--- src/rtl/column_scheduler_pkg.sv ---
// Shared definitions for the LED column scheduler.
//   state_e     : scheduler FSM states
//   NB_COLS_DEF : default number of multiplexed columns
package column_scheduler_pkg;

    localparam int NB_COLS_DEF = 8;

    typedef enum logic [2:0] {
        IDLE,
        PRELOAD,
        DEAD,
        ON,
        WAIT_DRV
    } state_e;

endpackage

--- src/rtl/column_scheduler_window.sv ---
// window_counter: loadable down-counter timing the DEAD and ON windows.
//   clk, rst   : clock, synchronous active-high reset
//   load_i     : load load_val_i this cycle (window length minus one)
//   load_val_i : value to load
//   done_o     : counter has reached zero (last cycle of the window)
module window_counter #(
    parameter int CNT_W = 4
) (
    input  logic             clk,
    input  logic             rst,
    input  logic             load_i,
    input  logic [CNT_W-1:0] load_val_i,
    output logic             done_o
);

    logic [CNT_W-1:0] cnt_q;

    always_ff @(posedge clk) begin
        if (rst) begin
            cnt_q <= '0;
        end else if (load_i) begin
            cnt_q <= load_val_i;
        end else if (cnt_q != '0) begin
            cnt_q <= cnt_q - CNT_W'(1);
        end
    end

    assign done_o = (cnt_q == '0);

endmodule

--- src/rtl/column_scheduler.sv ---
// column_scheduler: sequences the column multiplexer for one angular slice.
// On position_sync it requests columns one at a time from the driver
// controller and shows each with a dead time of all-off before it.
//   clk, rst       : clock, synchronous active-high reset
//   enable         : run enable; low blanks columns and returns to IDLE
//   position_sync  : start of a new slice (pulse)
//   driver_ready   : requested column is latched in the drivers (pulse)
//   overrun_clr    : clears the sticky overrun flag
//   col_start      : pulse, load column req_col into the drivers
//   req_col        : requested column index, valid with col_start
//   mux_out        : one-hot column enable, zero when blanked
//   col_idx        : column shown or next to be shown
//   slice_idx      : current slice index
//   slice_done     : pulse after the last column's ON window
//   overrun        : sticky, a sync arrived before the slice completed
module column_scheduler
    import column_scheduler_pkg::*;
#(
    parameter int NB_COLS     = NB_COLS_DEF,
    parameter int ON_CYCLES   = 2048,
    parameter int DEAD_CYCLES = 66,
    parameter int NB_SLICES   = 128,
    localparam int COL_W      = $clog2(NB_COLS),
    localparam int SLICE_W    = $clog2(NB_SLICES)
) (
    input  logic               clk,
    input  logic               rst,
    input  logic               enable,
    input  logic               position_sync,
    input  logic               driver_ready,
    input  logic               overrun_clr,
    output logic               col_start,
    output logic [COL_W-1:0]   req_col,
    output logic [NB_COLS-1:0] mux_out,
    output logic [COL_W-1:0]   col_idx,
    output logic [SLICE_W-1:0] slice_idx,
    output logic               slice_done,
    output logic               overrun
);

    localparam int CNT_MAX = (ON_CYCLES > DEAD_CYCLES) ? ON_CYCLES : DEAD_CYCLES;
    localparam int CNT_W   = $clog2(CNT_MAX + 1);
    localparam logic [CNT_W-1:0] ON_LD   = CNT_W'(ON_CYCLES - 1);
    localparam logic [CNT_W-1:0] DEAD_LD = CNT_W'(DEAD_CYCLES - 1);

    state_e               state_q, state_d;
    logic [COL_W-1:0]     col_idx_q, col_idx_d;
    logic [COL_W-1:0]     req_col_q, req_col_d;
    logic [SLICE_W-1:0]   slice_idx_q, slice_idx_d, slice_next;
    logic [NB_COLS-1:0]   mux_out_q, mux_out_d;
    logic                 col_start_q, col_start_d;
    logic                 slice_done_q, slice_done_d;
    logic                 overrun_q, overrun_d;
    logic                 ready_q, ready_d;     // next column latched during current ON
    logic                 on_first_q, on_first_d;
    logic                 cnt_load, cnt_done;
    logic [CNT_W-1:0]     cnt_val;
    logic                 start_slice, abort, last_col;

    window_counter #(.CNT_W(CNT_W)) u_win (
        .clk        (clk),
        .rst        (rst),
        .load_i     (cnt_load),
        .load_val_i (cnt_val),
        .done_o     (cnt_done)
    );

    assign last_col   = (col_idx_q == COL_W'(NB_COLS - 1));
    assign slice_next = (slice_idx_q == SLICE_W'(NB_SLICES - 1)) ? '0 : slice_idx_q + SLICE_W'(1);

    always_comb begin
        state_d      = state_q;
        col_idx_d    = col_idx_q;
        req_col_d    = req_col_q;
        slice_idx_d  = slice_idx_q;
        col_start_d  = 1'b0;
        slice_done_d = 1'b0;
        overrun_d    = overrun_q & ~overrun_clr;
        ready_d      = ready_q;
        cnt_load     = 1'b0;
        cnt_val      = DEAD_LD;
        start_slice  = 1'b0;
        abort        = 1'b0;

        if (!enable) begin
            state_d   = IDLE;
            col_idx_d = '0;
            ready_d   = 1'b0;
        end else begin
            case (state_q)
                IDLE: start_slice = position_sync;
                PRELOAD: begin
                    if (position_sync) begin
                        abort = 1'b1;
                    end else if (driver_ready) begin
                        state_d  = DEAD;
                        cnt_load = 1'b1;
                    end
                end
                DEAD: begin
                    if (position_sync) begin
                        abort = 1'b1;
                    end else if (cnt_done) begin
                        state_d  = ON;
                        cnt_load = 1'b1;
                        cnt_val  = ON_LD;
                    end
                end
                ON: begin
                    if (cnt_done && last_col) begin
                        // a sync on this exact cycle is a clean restart, not an overrun
                        slice_done_d = 1'b1;
                        slice_idx_d  = slice_next;
                        col_idx_d    = '0;
                        state_d      = IDLE;
                        start_slice  = position_sync;
                    end else if (position_sync) begin
                        abort = 1'b1;
                    end else begin
                        // first ON cycle: issue the next request; a ready seen
                        // now predates that request and is dropped
                        if (on_first_q) begin
                            ready_d = 1'b0;
                            if (!last_col) begin
                                col_start_d = 1'b1;
                                req_col_d   = col_idx_q + COL_W'(1);
                            end
                        end else if (driver_ready) begin
                            ready_d = 1'b1;
                        end
                        if (cnt_done) begin
                            if (!on_first_q && (ready_q || driver_ready)) begin
                                col_idx_d = col_idx_q + COL_W'(1);
                                state_d   = DEAD;
                                cnt_load  = 1'b1;
                            end else begin
                                state_d = WAIT_DRV;
                            end
                        end
                    end
                end
                WAIT_DRV: begin
                    if (position_sync) begin
                        abort = 1'b1;
                    end else if (driver_ready) begin
                        col_idx_d = col_idx_q + COL_W'(1);
                        state_d   = DEAD;
                        cnt_load  = 1'b1;
                    end
                end
                default: state_d = IDLE;
            endcase
        end

        if (abort) begin
            overrun_d   = 1'b1;
            slice_idx_d = slice_next;
            start_slice = 1'b1;
        end
        if (start_slice) begin
            state_d     = PRELOAD;
            col_start_d = 1'b1;
            req_col_d   = '0;
            col_idx_d   = '0;
            ready_d     = 1'b0;
        end

        // column enable follows the registered state, so it is one-hot only in ON
        mux_out_d  = (state_d == ON) ? (NB_COLS'(1) << col_idx_d) : '0;
        on_first_d = (state_d == ON) && (state_q != ON);
    end

    always_ff @(posedge clk) begin
        if (rst) begin
            state_q      <= IDLE;
            col_idx_q    <= '0;
            req_col_q    <= '0;
            slice_idx_q  <= '0;
            mux_out_q    <= '0;
            col_start_q  <= 1'b0;
            slice_done_q <= 1'b0;
            overrun_q    <= 1'b0;
            ready_q      <= 1'b0;
            on_first_q   <= 1'b0;
        end else begin
            state_q      <= state_d;
            col_idx_q    <= col_idx_d;
            req_col_q    <= req_col_d;
            slice_idx_q  <= slice_idx_d;
            mux_out_q    <= mux_out_d;
            col_start_q  <= col_start_d;
            slice_done_q <= slice_done_d;
            overrun_q    <= overrun_d;
            ready_q      <= ready_d;
            on_first_q   <= on_first_d;
        end
    end

    assign col_start  = col_start_q;
    assign req_col    = req_col_q;
    assign mux_out    = mux_out_q;
    assign col_idx    = col_idx_q;
    assign slice_idx  = slice_idx_q;
    assign slice_done = slice_done_q;
    assign overrun    = overrun_q;

endmodule
--- config.mk ---
export PLATFORM = sky130hd
export DESIGN_NAME = column_scheduler
export DESIGN_NICKNAME = d
export VERILOG_FILES = /design/src/rtl/column_scheduler_pkg.sv /design/src/rtl/column_scheduler_window.sv /design/src/rtl/column_scheduler.sv
export SDC_FILE = /design/constraint.sdc
export NUM_CORES = 1
export LEC_CHECK = 0
export BUFFER_PORTS_ARGS = -buffer_cell sky130_fd_sc_hd__buf_2
export CELL_PAD_IN_SITES_DETAIL_PLACEMENT = 0
export CELL_PAD_IN_SITES_GLOBAL_PLACEMENT = 1
export CORE_UTILIZATION = 43
export CTS_BUF_LIST = sky130_fd_sc_hd__clkbuf_16
export CTS_CLUSTER_DIAMETER = 200
export DETAILED_ROUTE_END_ITERATION = 12
export PLACE_DENSITY_LB_ADDON = 0.3
export SLEW_MARGIN = 5
export SYNTH_ARGS = -nofsm -noshare
export SYNTH_HDL_FRONTEND = slang
export SYNTH_SLANG_ARGS = --single-unit
--- constraint.sdc ---
create_clock -name clk -period 2.6 [get_ports clk]
set_input_delay 0.52 -clock clk [delete_from_list [all_inputs] [get_ports clk]]
set_output_delay 0.52 -clock clk [all_outputs]
set_load 0.01 [all_outputs]
Word-level counts from Yosys, hierarchy flattened
Cells that the tools add are included.

Flip-flop bits (word level): 41.

Shifts and indexed selects: 1. Muxes and demuxes: 60. $add $sub $neg: 3. Eq/ne operators: 8. Bitwise operators: 8. Reduce and logical (&&, ||, !) cells: 22.

Operators by type and width (number): $mux W3 (18); $mux W11 (4); $mux W7 (5); $mux W1 (26); $mux W12 (2); $logic_not A12 Y1 (1); $pmux W3 S4 (1); $reduce_bool A12 Y1 (1); $sub A12 B1 Y12 const B (1); $reduce_bool A2 Y1 (5); $eq A3 B2 Y1 const B (3); $reduce_or A3 Y1 (3); $shl A1 B3 Y8 const A (1); $add A7 B1 Y7 const B (1); $eq A7 B7 Y1 const B (1); $not A1 Y1 (7); $eq A3 B3 Y1 const B (2); $pmux W3 S2 (1); $reduce_and A6 Y1 (1); $reduce_or A2 Y1 (3); $pmux W1 S2 (2); $reduce_and A4 Y1 (1); $add A3 B1 Y3 const B (1); $eq A3 B1 Y1 const B (1); 8 further kinds (10).

Logic depth before layout (Yosys ltp)
Depth after elaboration: 12. Mapped depth: 9.

Modules after synthesis
A second synthesis with hierarchy kept.

Cells, all modules: 263. Area total of the unflattened synthesis: 2264.7 sq um.

By module, submodules not included: column_scheduler (cells an instance 170, instances 1, area an instance 1535.2 sq um, seq. area each 580.6 sq um); window_counter (cells an instance 93, instances 1, area an instance 729.4 sq um, seq. area each 240.2 sq um).

Worst setup path before layout
No wires, ideal clock.

Kind: reg-to-reg. Start point: register u_win.cnt_q[0]. End point: register slice_idx_q[4] (netlist: slice_idx[4]). Clock period less this slack: 2113 ps. Path slack: 487 ps. Data required time: 2479 ps. Arrival: 1992 ps. Setup time: 121 ps. Buffers on the path: 2. Stages on the path, launching flop included: 10. Cell sequence: dfxtp_1 -> inv_1 -> ha_1 -> nor3b_4 -> and3_2 -> buf_6 -> nand4_1 -> clkbuf_1 -> a21oi_1 -> mux2_2.

Longest elaborated chain between the ends: 7. Elaborated cells on any way between the ends: 10. Those cells by class: 4 x mux; 6 x reduce/logical.

RTL lines: start: declaration (line column_scheduler_window.sv:16) `logic [CNT_W-1:0] cnt_q;`; start signal: assignment (line column_scheduler_window.sv:22) `cnt_q <= load_val_i;`; start signal: assignment (line column_scheduler_window.sv:24) `cnt_q <= cnt_q - CNT_W'(1);`; $logic_not A12 Y1 * (line column_scheduler_window.sv:28) `assign done_o = (cnt_q == '0);`; $logic_and A1 B1 Y1 * (line column_scheduler.sv:110) `if (cnt_done && last_col) begin`; $mux W1 (line column_scheduler.sv:110); $pmux W1 S2 (line column_scheduler.sv:90) `case (state_q)`; $mux W1 (line column_scheduler.sv:85) `if (!enable) begin`; $reduce_bool A2 Y1 (no source line); $reduce_and A3 Y1 (no source line); end signal: assignment (line column_scheduler.sv:189) `slice_idx_q <= slice_idx_d;`; end: declaration (line column_scheduler.sv:49) `logic [SLICE_W-1:0] slice_idx_q, slice_idx_d, slice_next;`.

Mark *: on every way between the ends. The rest lies on a longest branch, timed or not. A chain may end at the register's enable or synchronous reset.

Worst setup path in the final report
Start point: register u_win.cnt_q[0]. End point: register slice_idx_q[0] (netlist: slice_idx[0]).

Same word-level chain as after synthesis.

==> metrics.txt <==
worst reg2reg path startpoint=u_win.cnt_q[0]; placer congestion estimate=0.843; final period utilization=90.5%; Critical path origin=u_win.cnt_q[0]; Setup Fix Bufs, Post-CTS=0; vias in the first global route=roughly 1.6k; worst slack at placement=0.215 ns; Post-synth EDFFs=0; mapped cell area=0.00205 mm²; crit path time final=about 2.4 ns; hold path startpoint=on_first_q; clock sink total=41; Clock transition at path regs=0.06 ns; worst path bufs/invs=2; DR DRC count=0; max cap viols=0; endpoints failing hold=0; post-route ant nets=0; largest net degree at the start of global routing=22; RSZ-0062 raised after global routing=no; Yosys reg bits=41; core box area=0.00447 mm²; CTS H-tree depth=2; Die Area=0.00505 mm²; Overall Power=0.00205 W; crit-path max cell delay=0.37 ns; fin cells=around 300; Max FO, Critical Path=10; drt pass-1 iters=4; TritonCTS clock tree=yes; worst hold slack=approximately 0.46 ns; Total GRT Usage=between 10% and 20%; setup TNS=0 ns; CP startpoint kind=flip-flop; Critical Path RT=2.81 ns; status=completed; global route overflow=0; fmax=0.425 GHz; Nets=~260; DR iter-0 viols=81; Tightest Pin Transition=0.649 ns; layout cells sized above 1=22.5%; DR vias=around 1.7k; CP max stage cell=and3_2; CTS Buffer Depth=2; Routed WL=4320 µm; Pwr per Cell Area=872 mW/mm²; Die H=71.1 µm; initial antenna violation count=0; syn nets=232; Slew HR=56.4%; Rows=24; Syn Area/Cell=9.24 µm²; Crit Path Class=flip-flop to flip-flop; WL/cell=14.3 µm; Seq/Total Area, Yosys=~40%; first-pass GRT wire length=7270 µm; Crit. End Element=flip-flop; leakage=between 0.9 and 1 nW; cts hold-fix bufs=0; Clock Root Buffer=clkbuf_16; Unique masters post-synth=59; Die Wd=~71 µm; post-DP HPWL=3150 µm; Num CTS Buffers=5; antenna cells=0; Final Setup Violations=0; clk_skew=between 0.005 and 0.006 ns; min-delay worst type=flip-flop to flip-flop; FILL cells=428; Peak VDD IR=between 0.3 and 0.4 mV; asr flop ratio synth=0%; IO Port Bufs=29; crit-path cells=inv_1 -> ha_1 -> nor3b_4 -> and3_2 -> nand4_1 -> buf_4 -> a221o_1 -> a21oi_1; max-slew violation count=0; CP delay by family, top=simple AND/OR/NAND/NOR gates; crit path DAT=2.57 ns; ys flop type=dfxtp_1; slack of the critical path=around 0.25 ns; most frequent cells in the layout=dfxtp_1 (41), buf_2 (29), nor2_1 (21), a21oi_1 (18), nand2_1 (12); placed cells=between 200 and 300; synth-to-layout area growth=14.7%; vias per cell=5.66; most common cell after layout, fill and taps aside=dfxtp_1; num ports=30; Starting Density=45.9%; Synth warnings=0; clk_lat worst skew=about 0.28 ns; post-cts resize count=0; Post-Synthesis Cells=222
[sequential cells by signal, summed over array words and instances, names as in the netlist]
name / count
req_col: 3
col_idx: 3
slice_done: 1
overrun: 1
ready_q: 1
state_q: 3
on_first_q: 1
col_start: 1
u_win.cnt_q: 12
mux_out: 8
slice_idx: 7
[metrics by stage]
step,area [µm²],util (%)
floorplan,2050,-
global placement,2190,48.9
detailed placement,2190,48.9
CTS,2350,52.6
global route,2350,52.6
finish,2350,52.6
[logic make-up (layout without fill, tap and decap cells)]
family / Yosys count / in the layout / share of synthesized area (%)
AO/OA/AOI/OAI: 55 / 55 / 19.1
XOR/XNOR: 11 / 11 / 5.06
adder cells (fa/ha/maj): 4 / 4 / 2.44
buffers and inverters: 17 / 44 / 5.30
flip-flops: 41 / 41 / 40.0
multiplexers: 5 / 5 / 2.62
AND/OR/NAND/NOR: 89 / 89 / 25.4
[worst paths after layout]
check	to	slack (ns)	cells past startpoint
setup reg to reg	slice_idx[0]	0.25	8
setup / recovery	slice_idx[0]	0.25	8
hold reg to reg	ready_q	0.46	1
hold / removal	ready_q	0.46	1
[Yosys cell counts (5+ instances only)]
cell type,n,area [µm²]
a21oi_1,18,90.1
dfxtp_1,41,821
inv_1,5,18.8
nand2_1,12,45.0
nand3_1,9,45.0
nor2_1,21,78.8
nor3_1,5,25.0
nor4_1,10,62.6
xnor2_1,6,52.6
[final cells by class]
class	count	area, µm²	share of cell area, %
repair buffers	31	160	6.80
well taps	52	65.1	2.76
flip-flops and latches	41	821	34.9
inverters	5	18.8	0.797
clock buffers	5	125	5.32
clock inverters	3	41.3	1.75
multi-input cells	164	1120	47.7
[power by group]
part           internal [W]  switching (W)  total (W)
clock network      0.000449       0.000250   0.000699
registers          0.000705       0.000101   0.000806
logic              0.000262       0.000284   0.000547
[metal layers]
layer | wire (µm) | global-route usage [%] | vias up
met2 | 1980 | 29.9 | 49
met3 | 200 | 4.70 | 5
met4 | 55 | 6.67 | 0
met1 | 2080 | 23.7 | 782
li1 | - | - | 868
met5 | 0 | 0 | -
(Power assumes the default switching activity.)
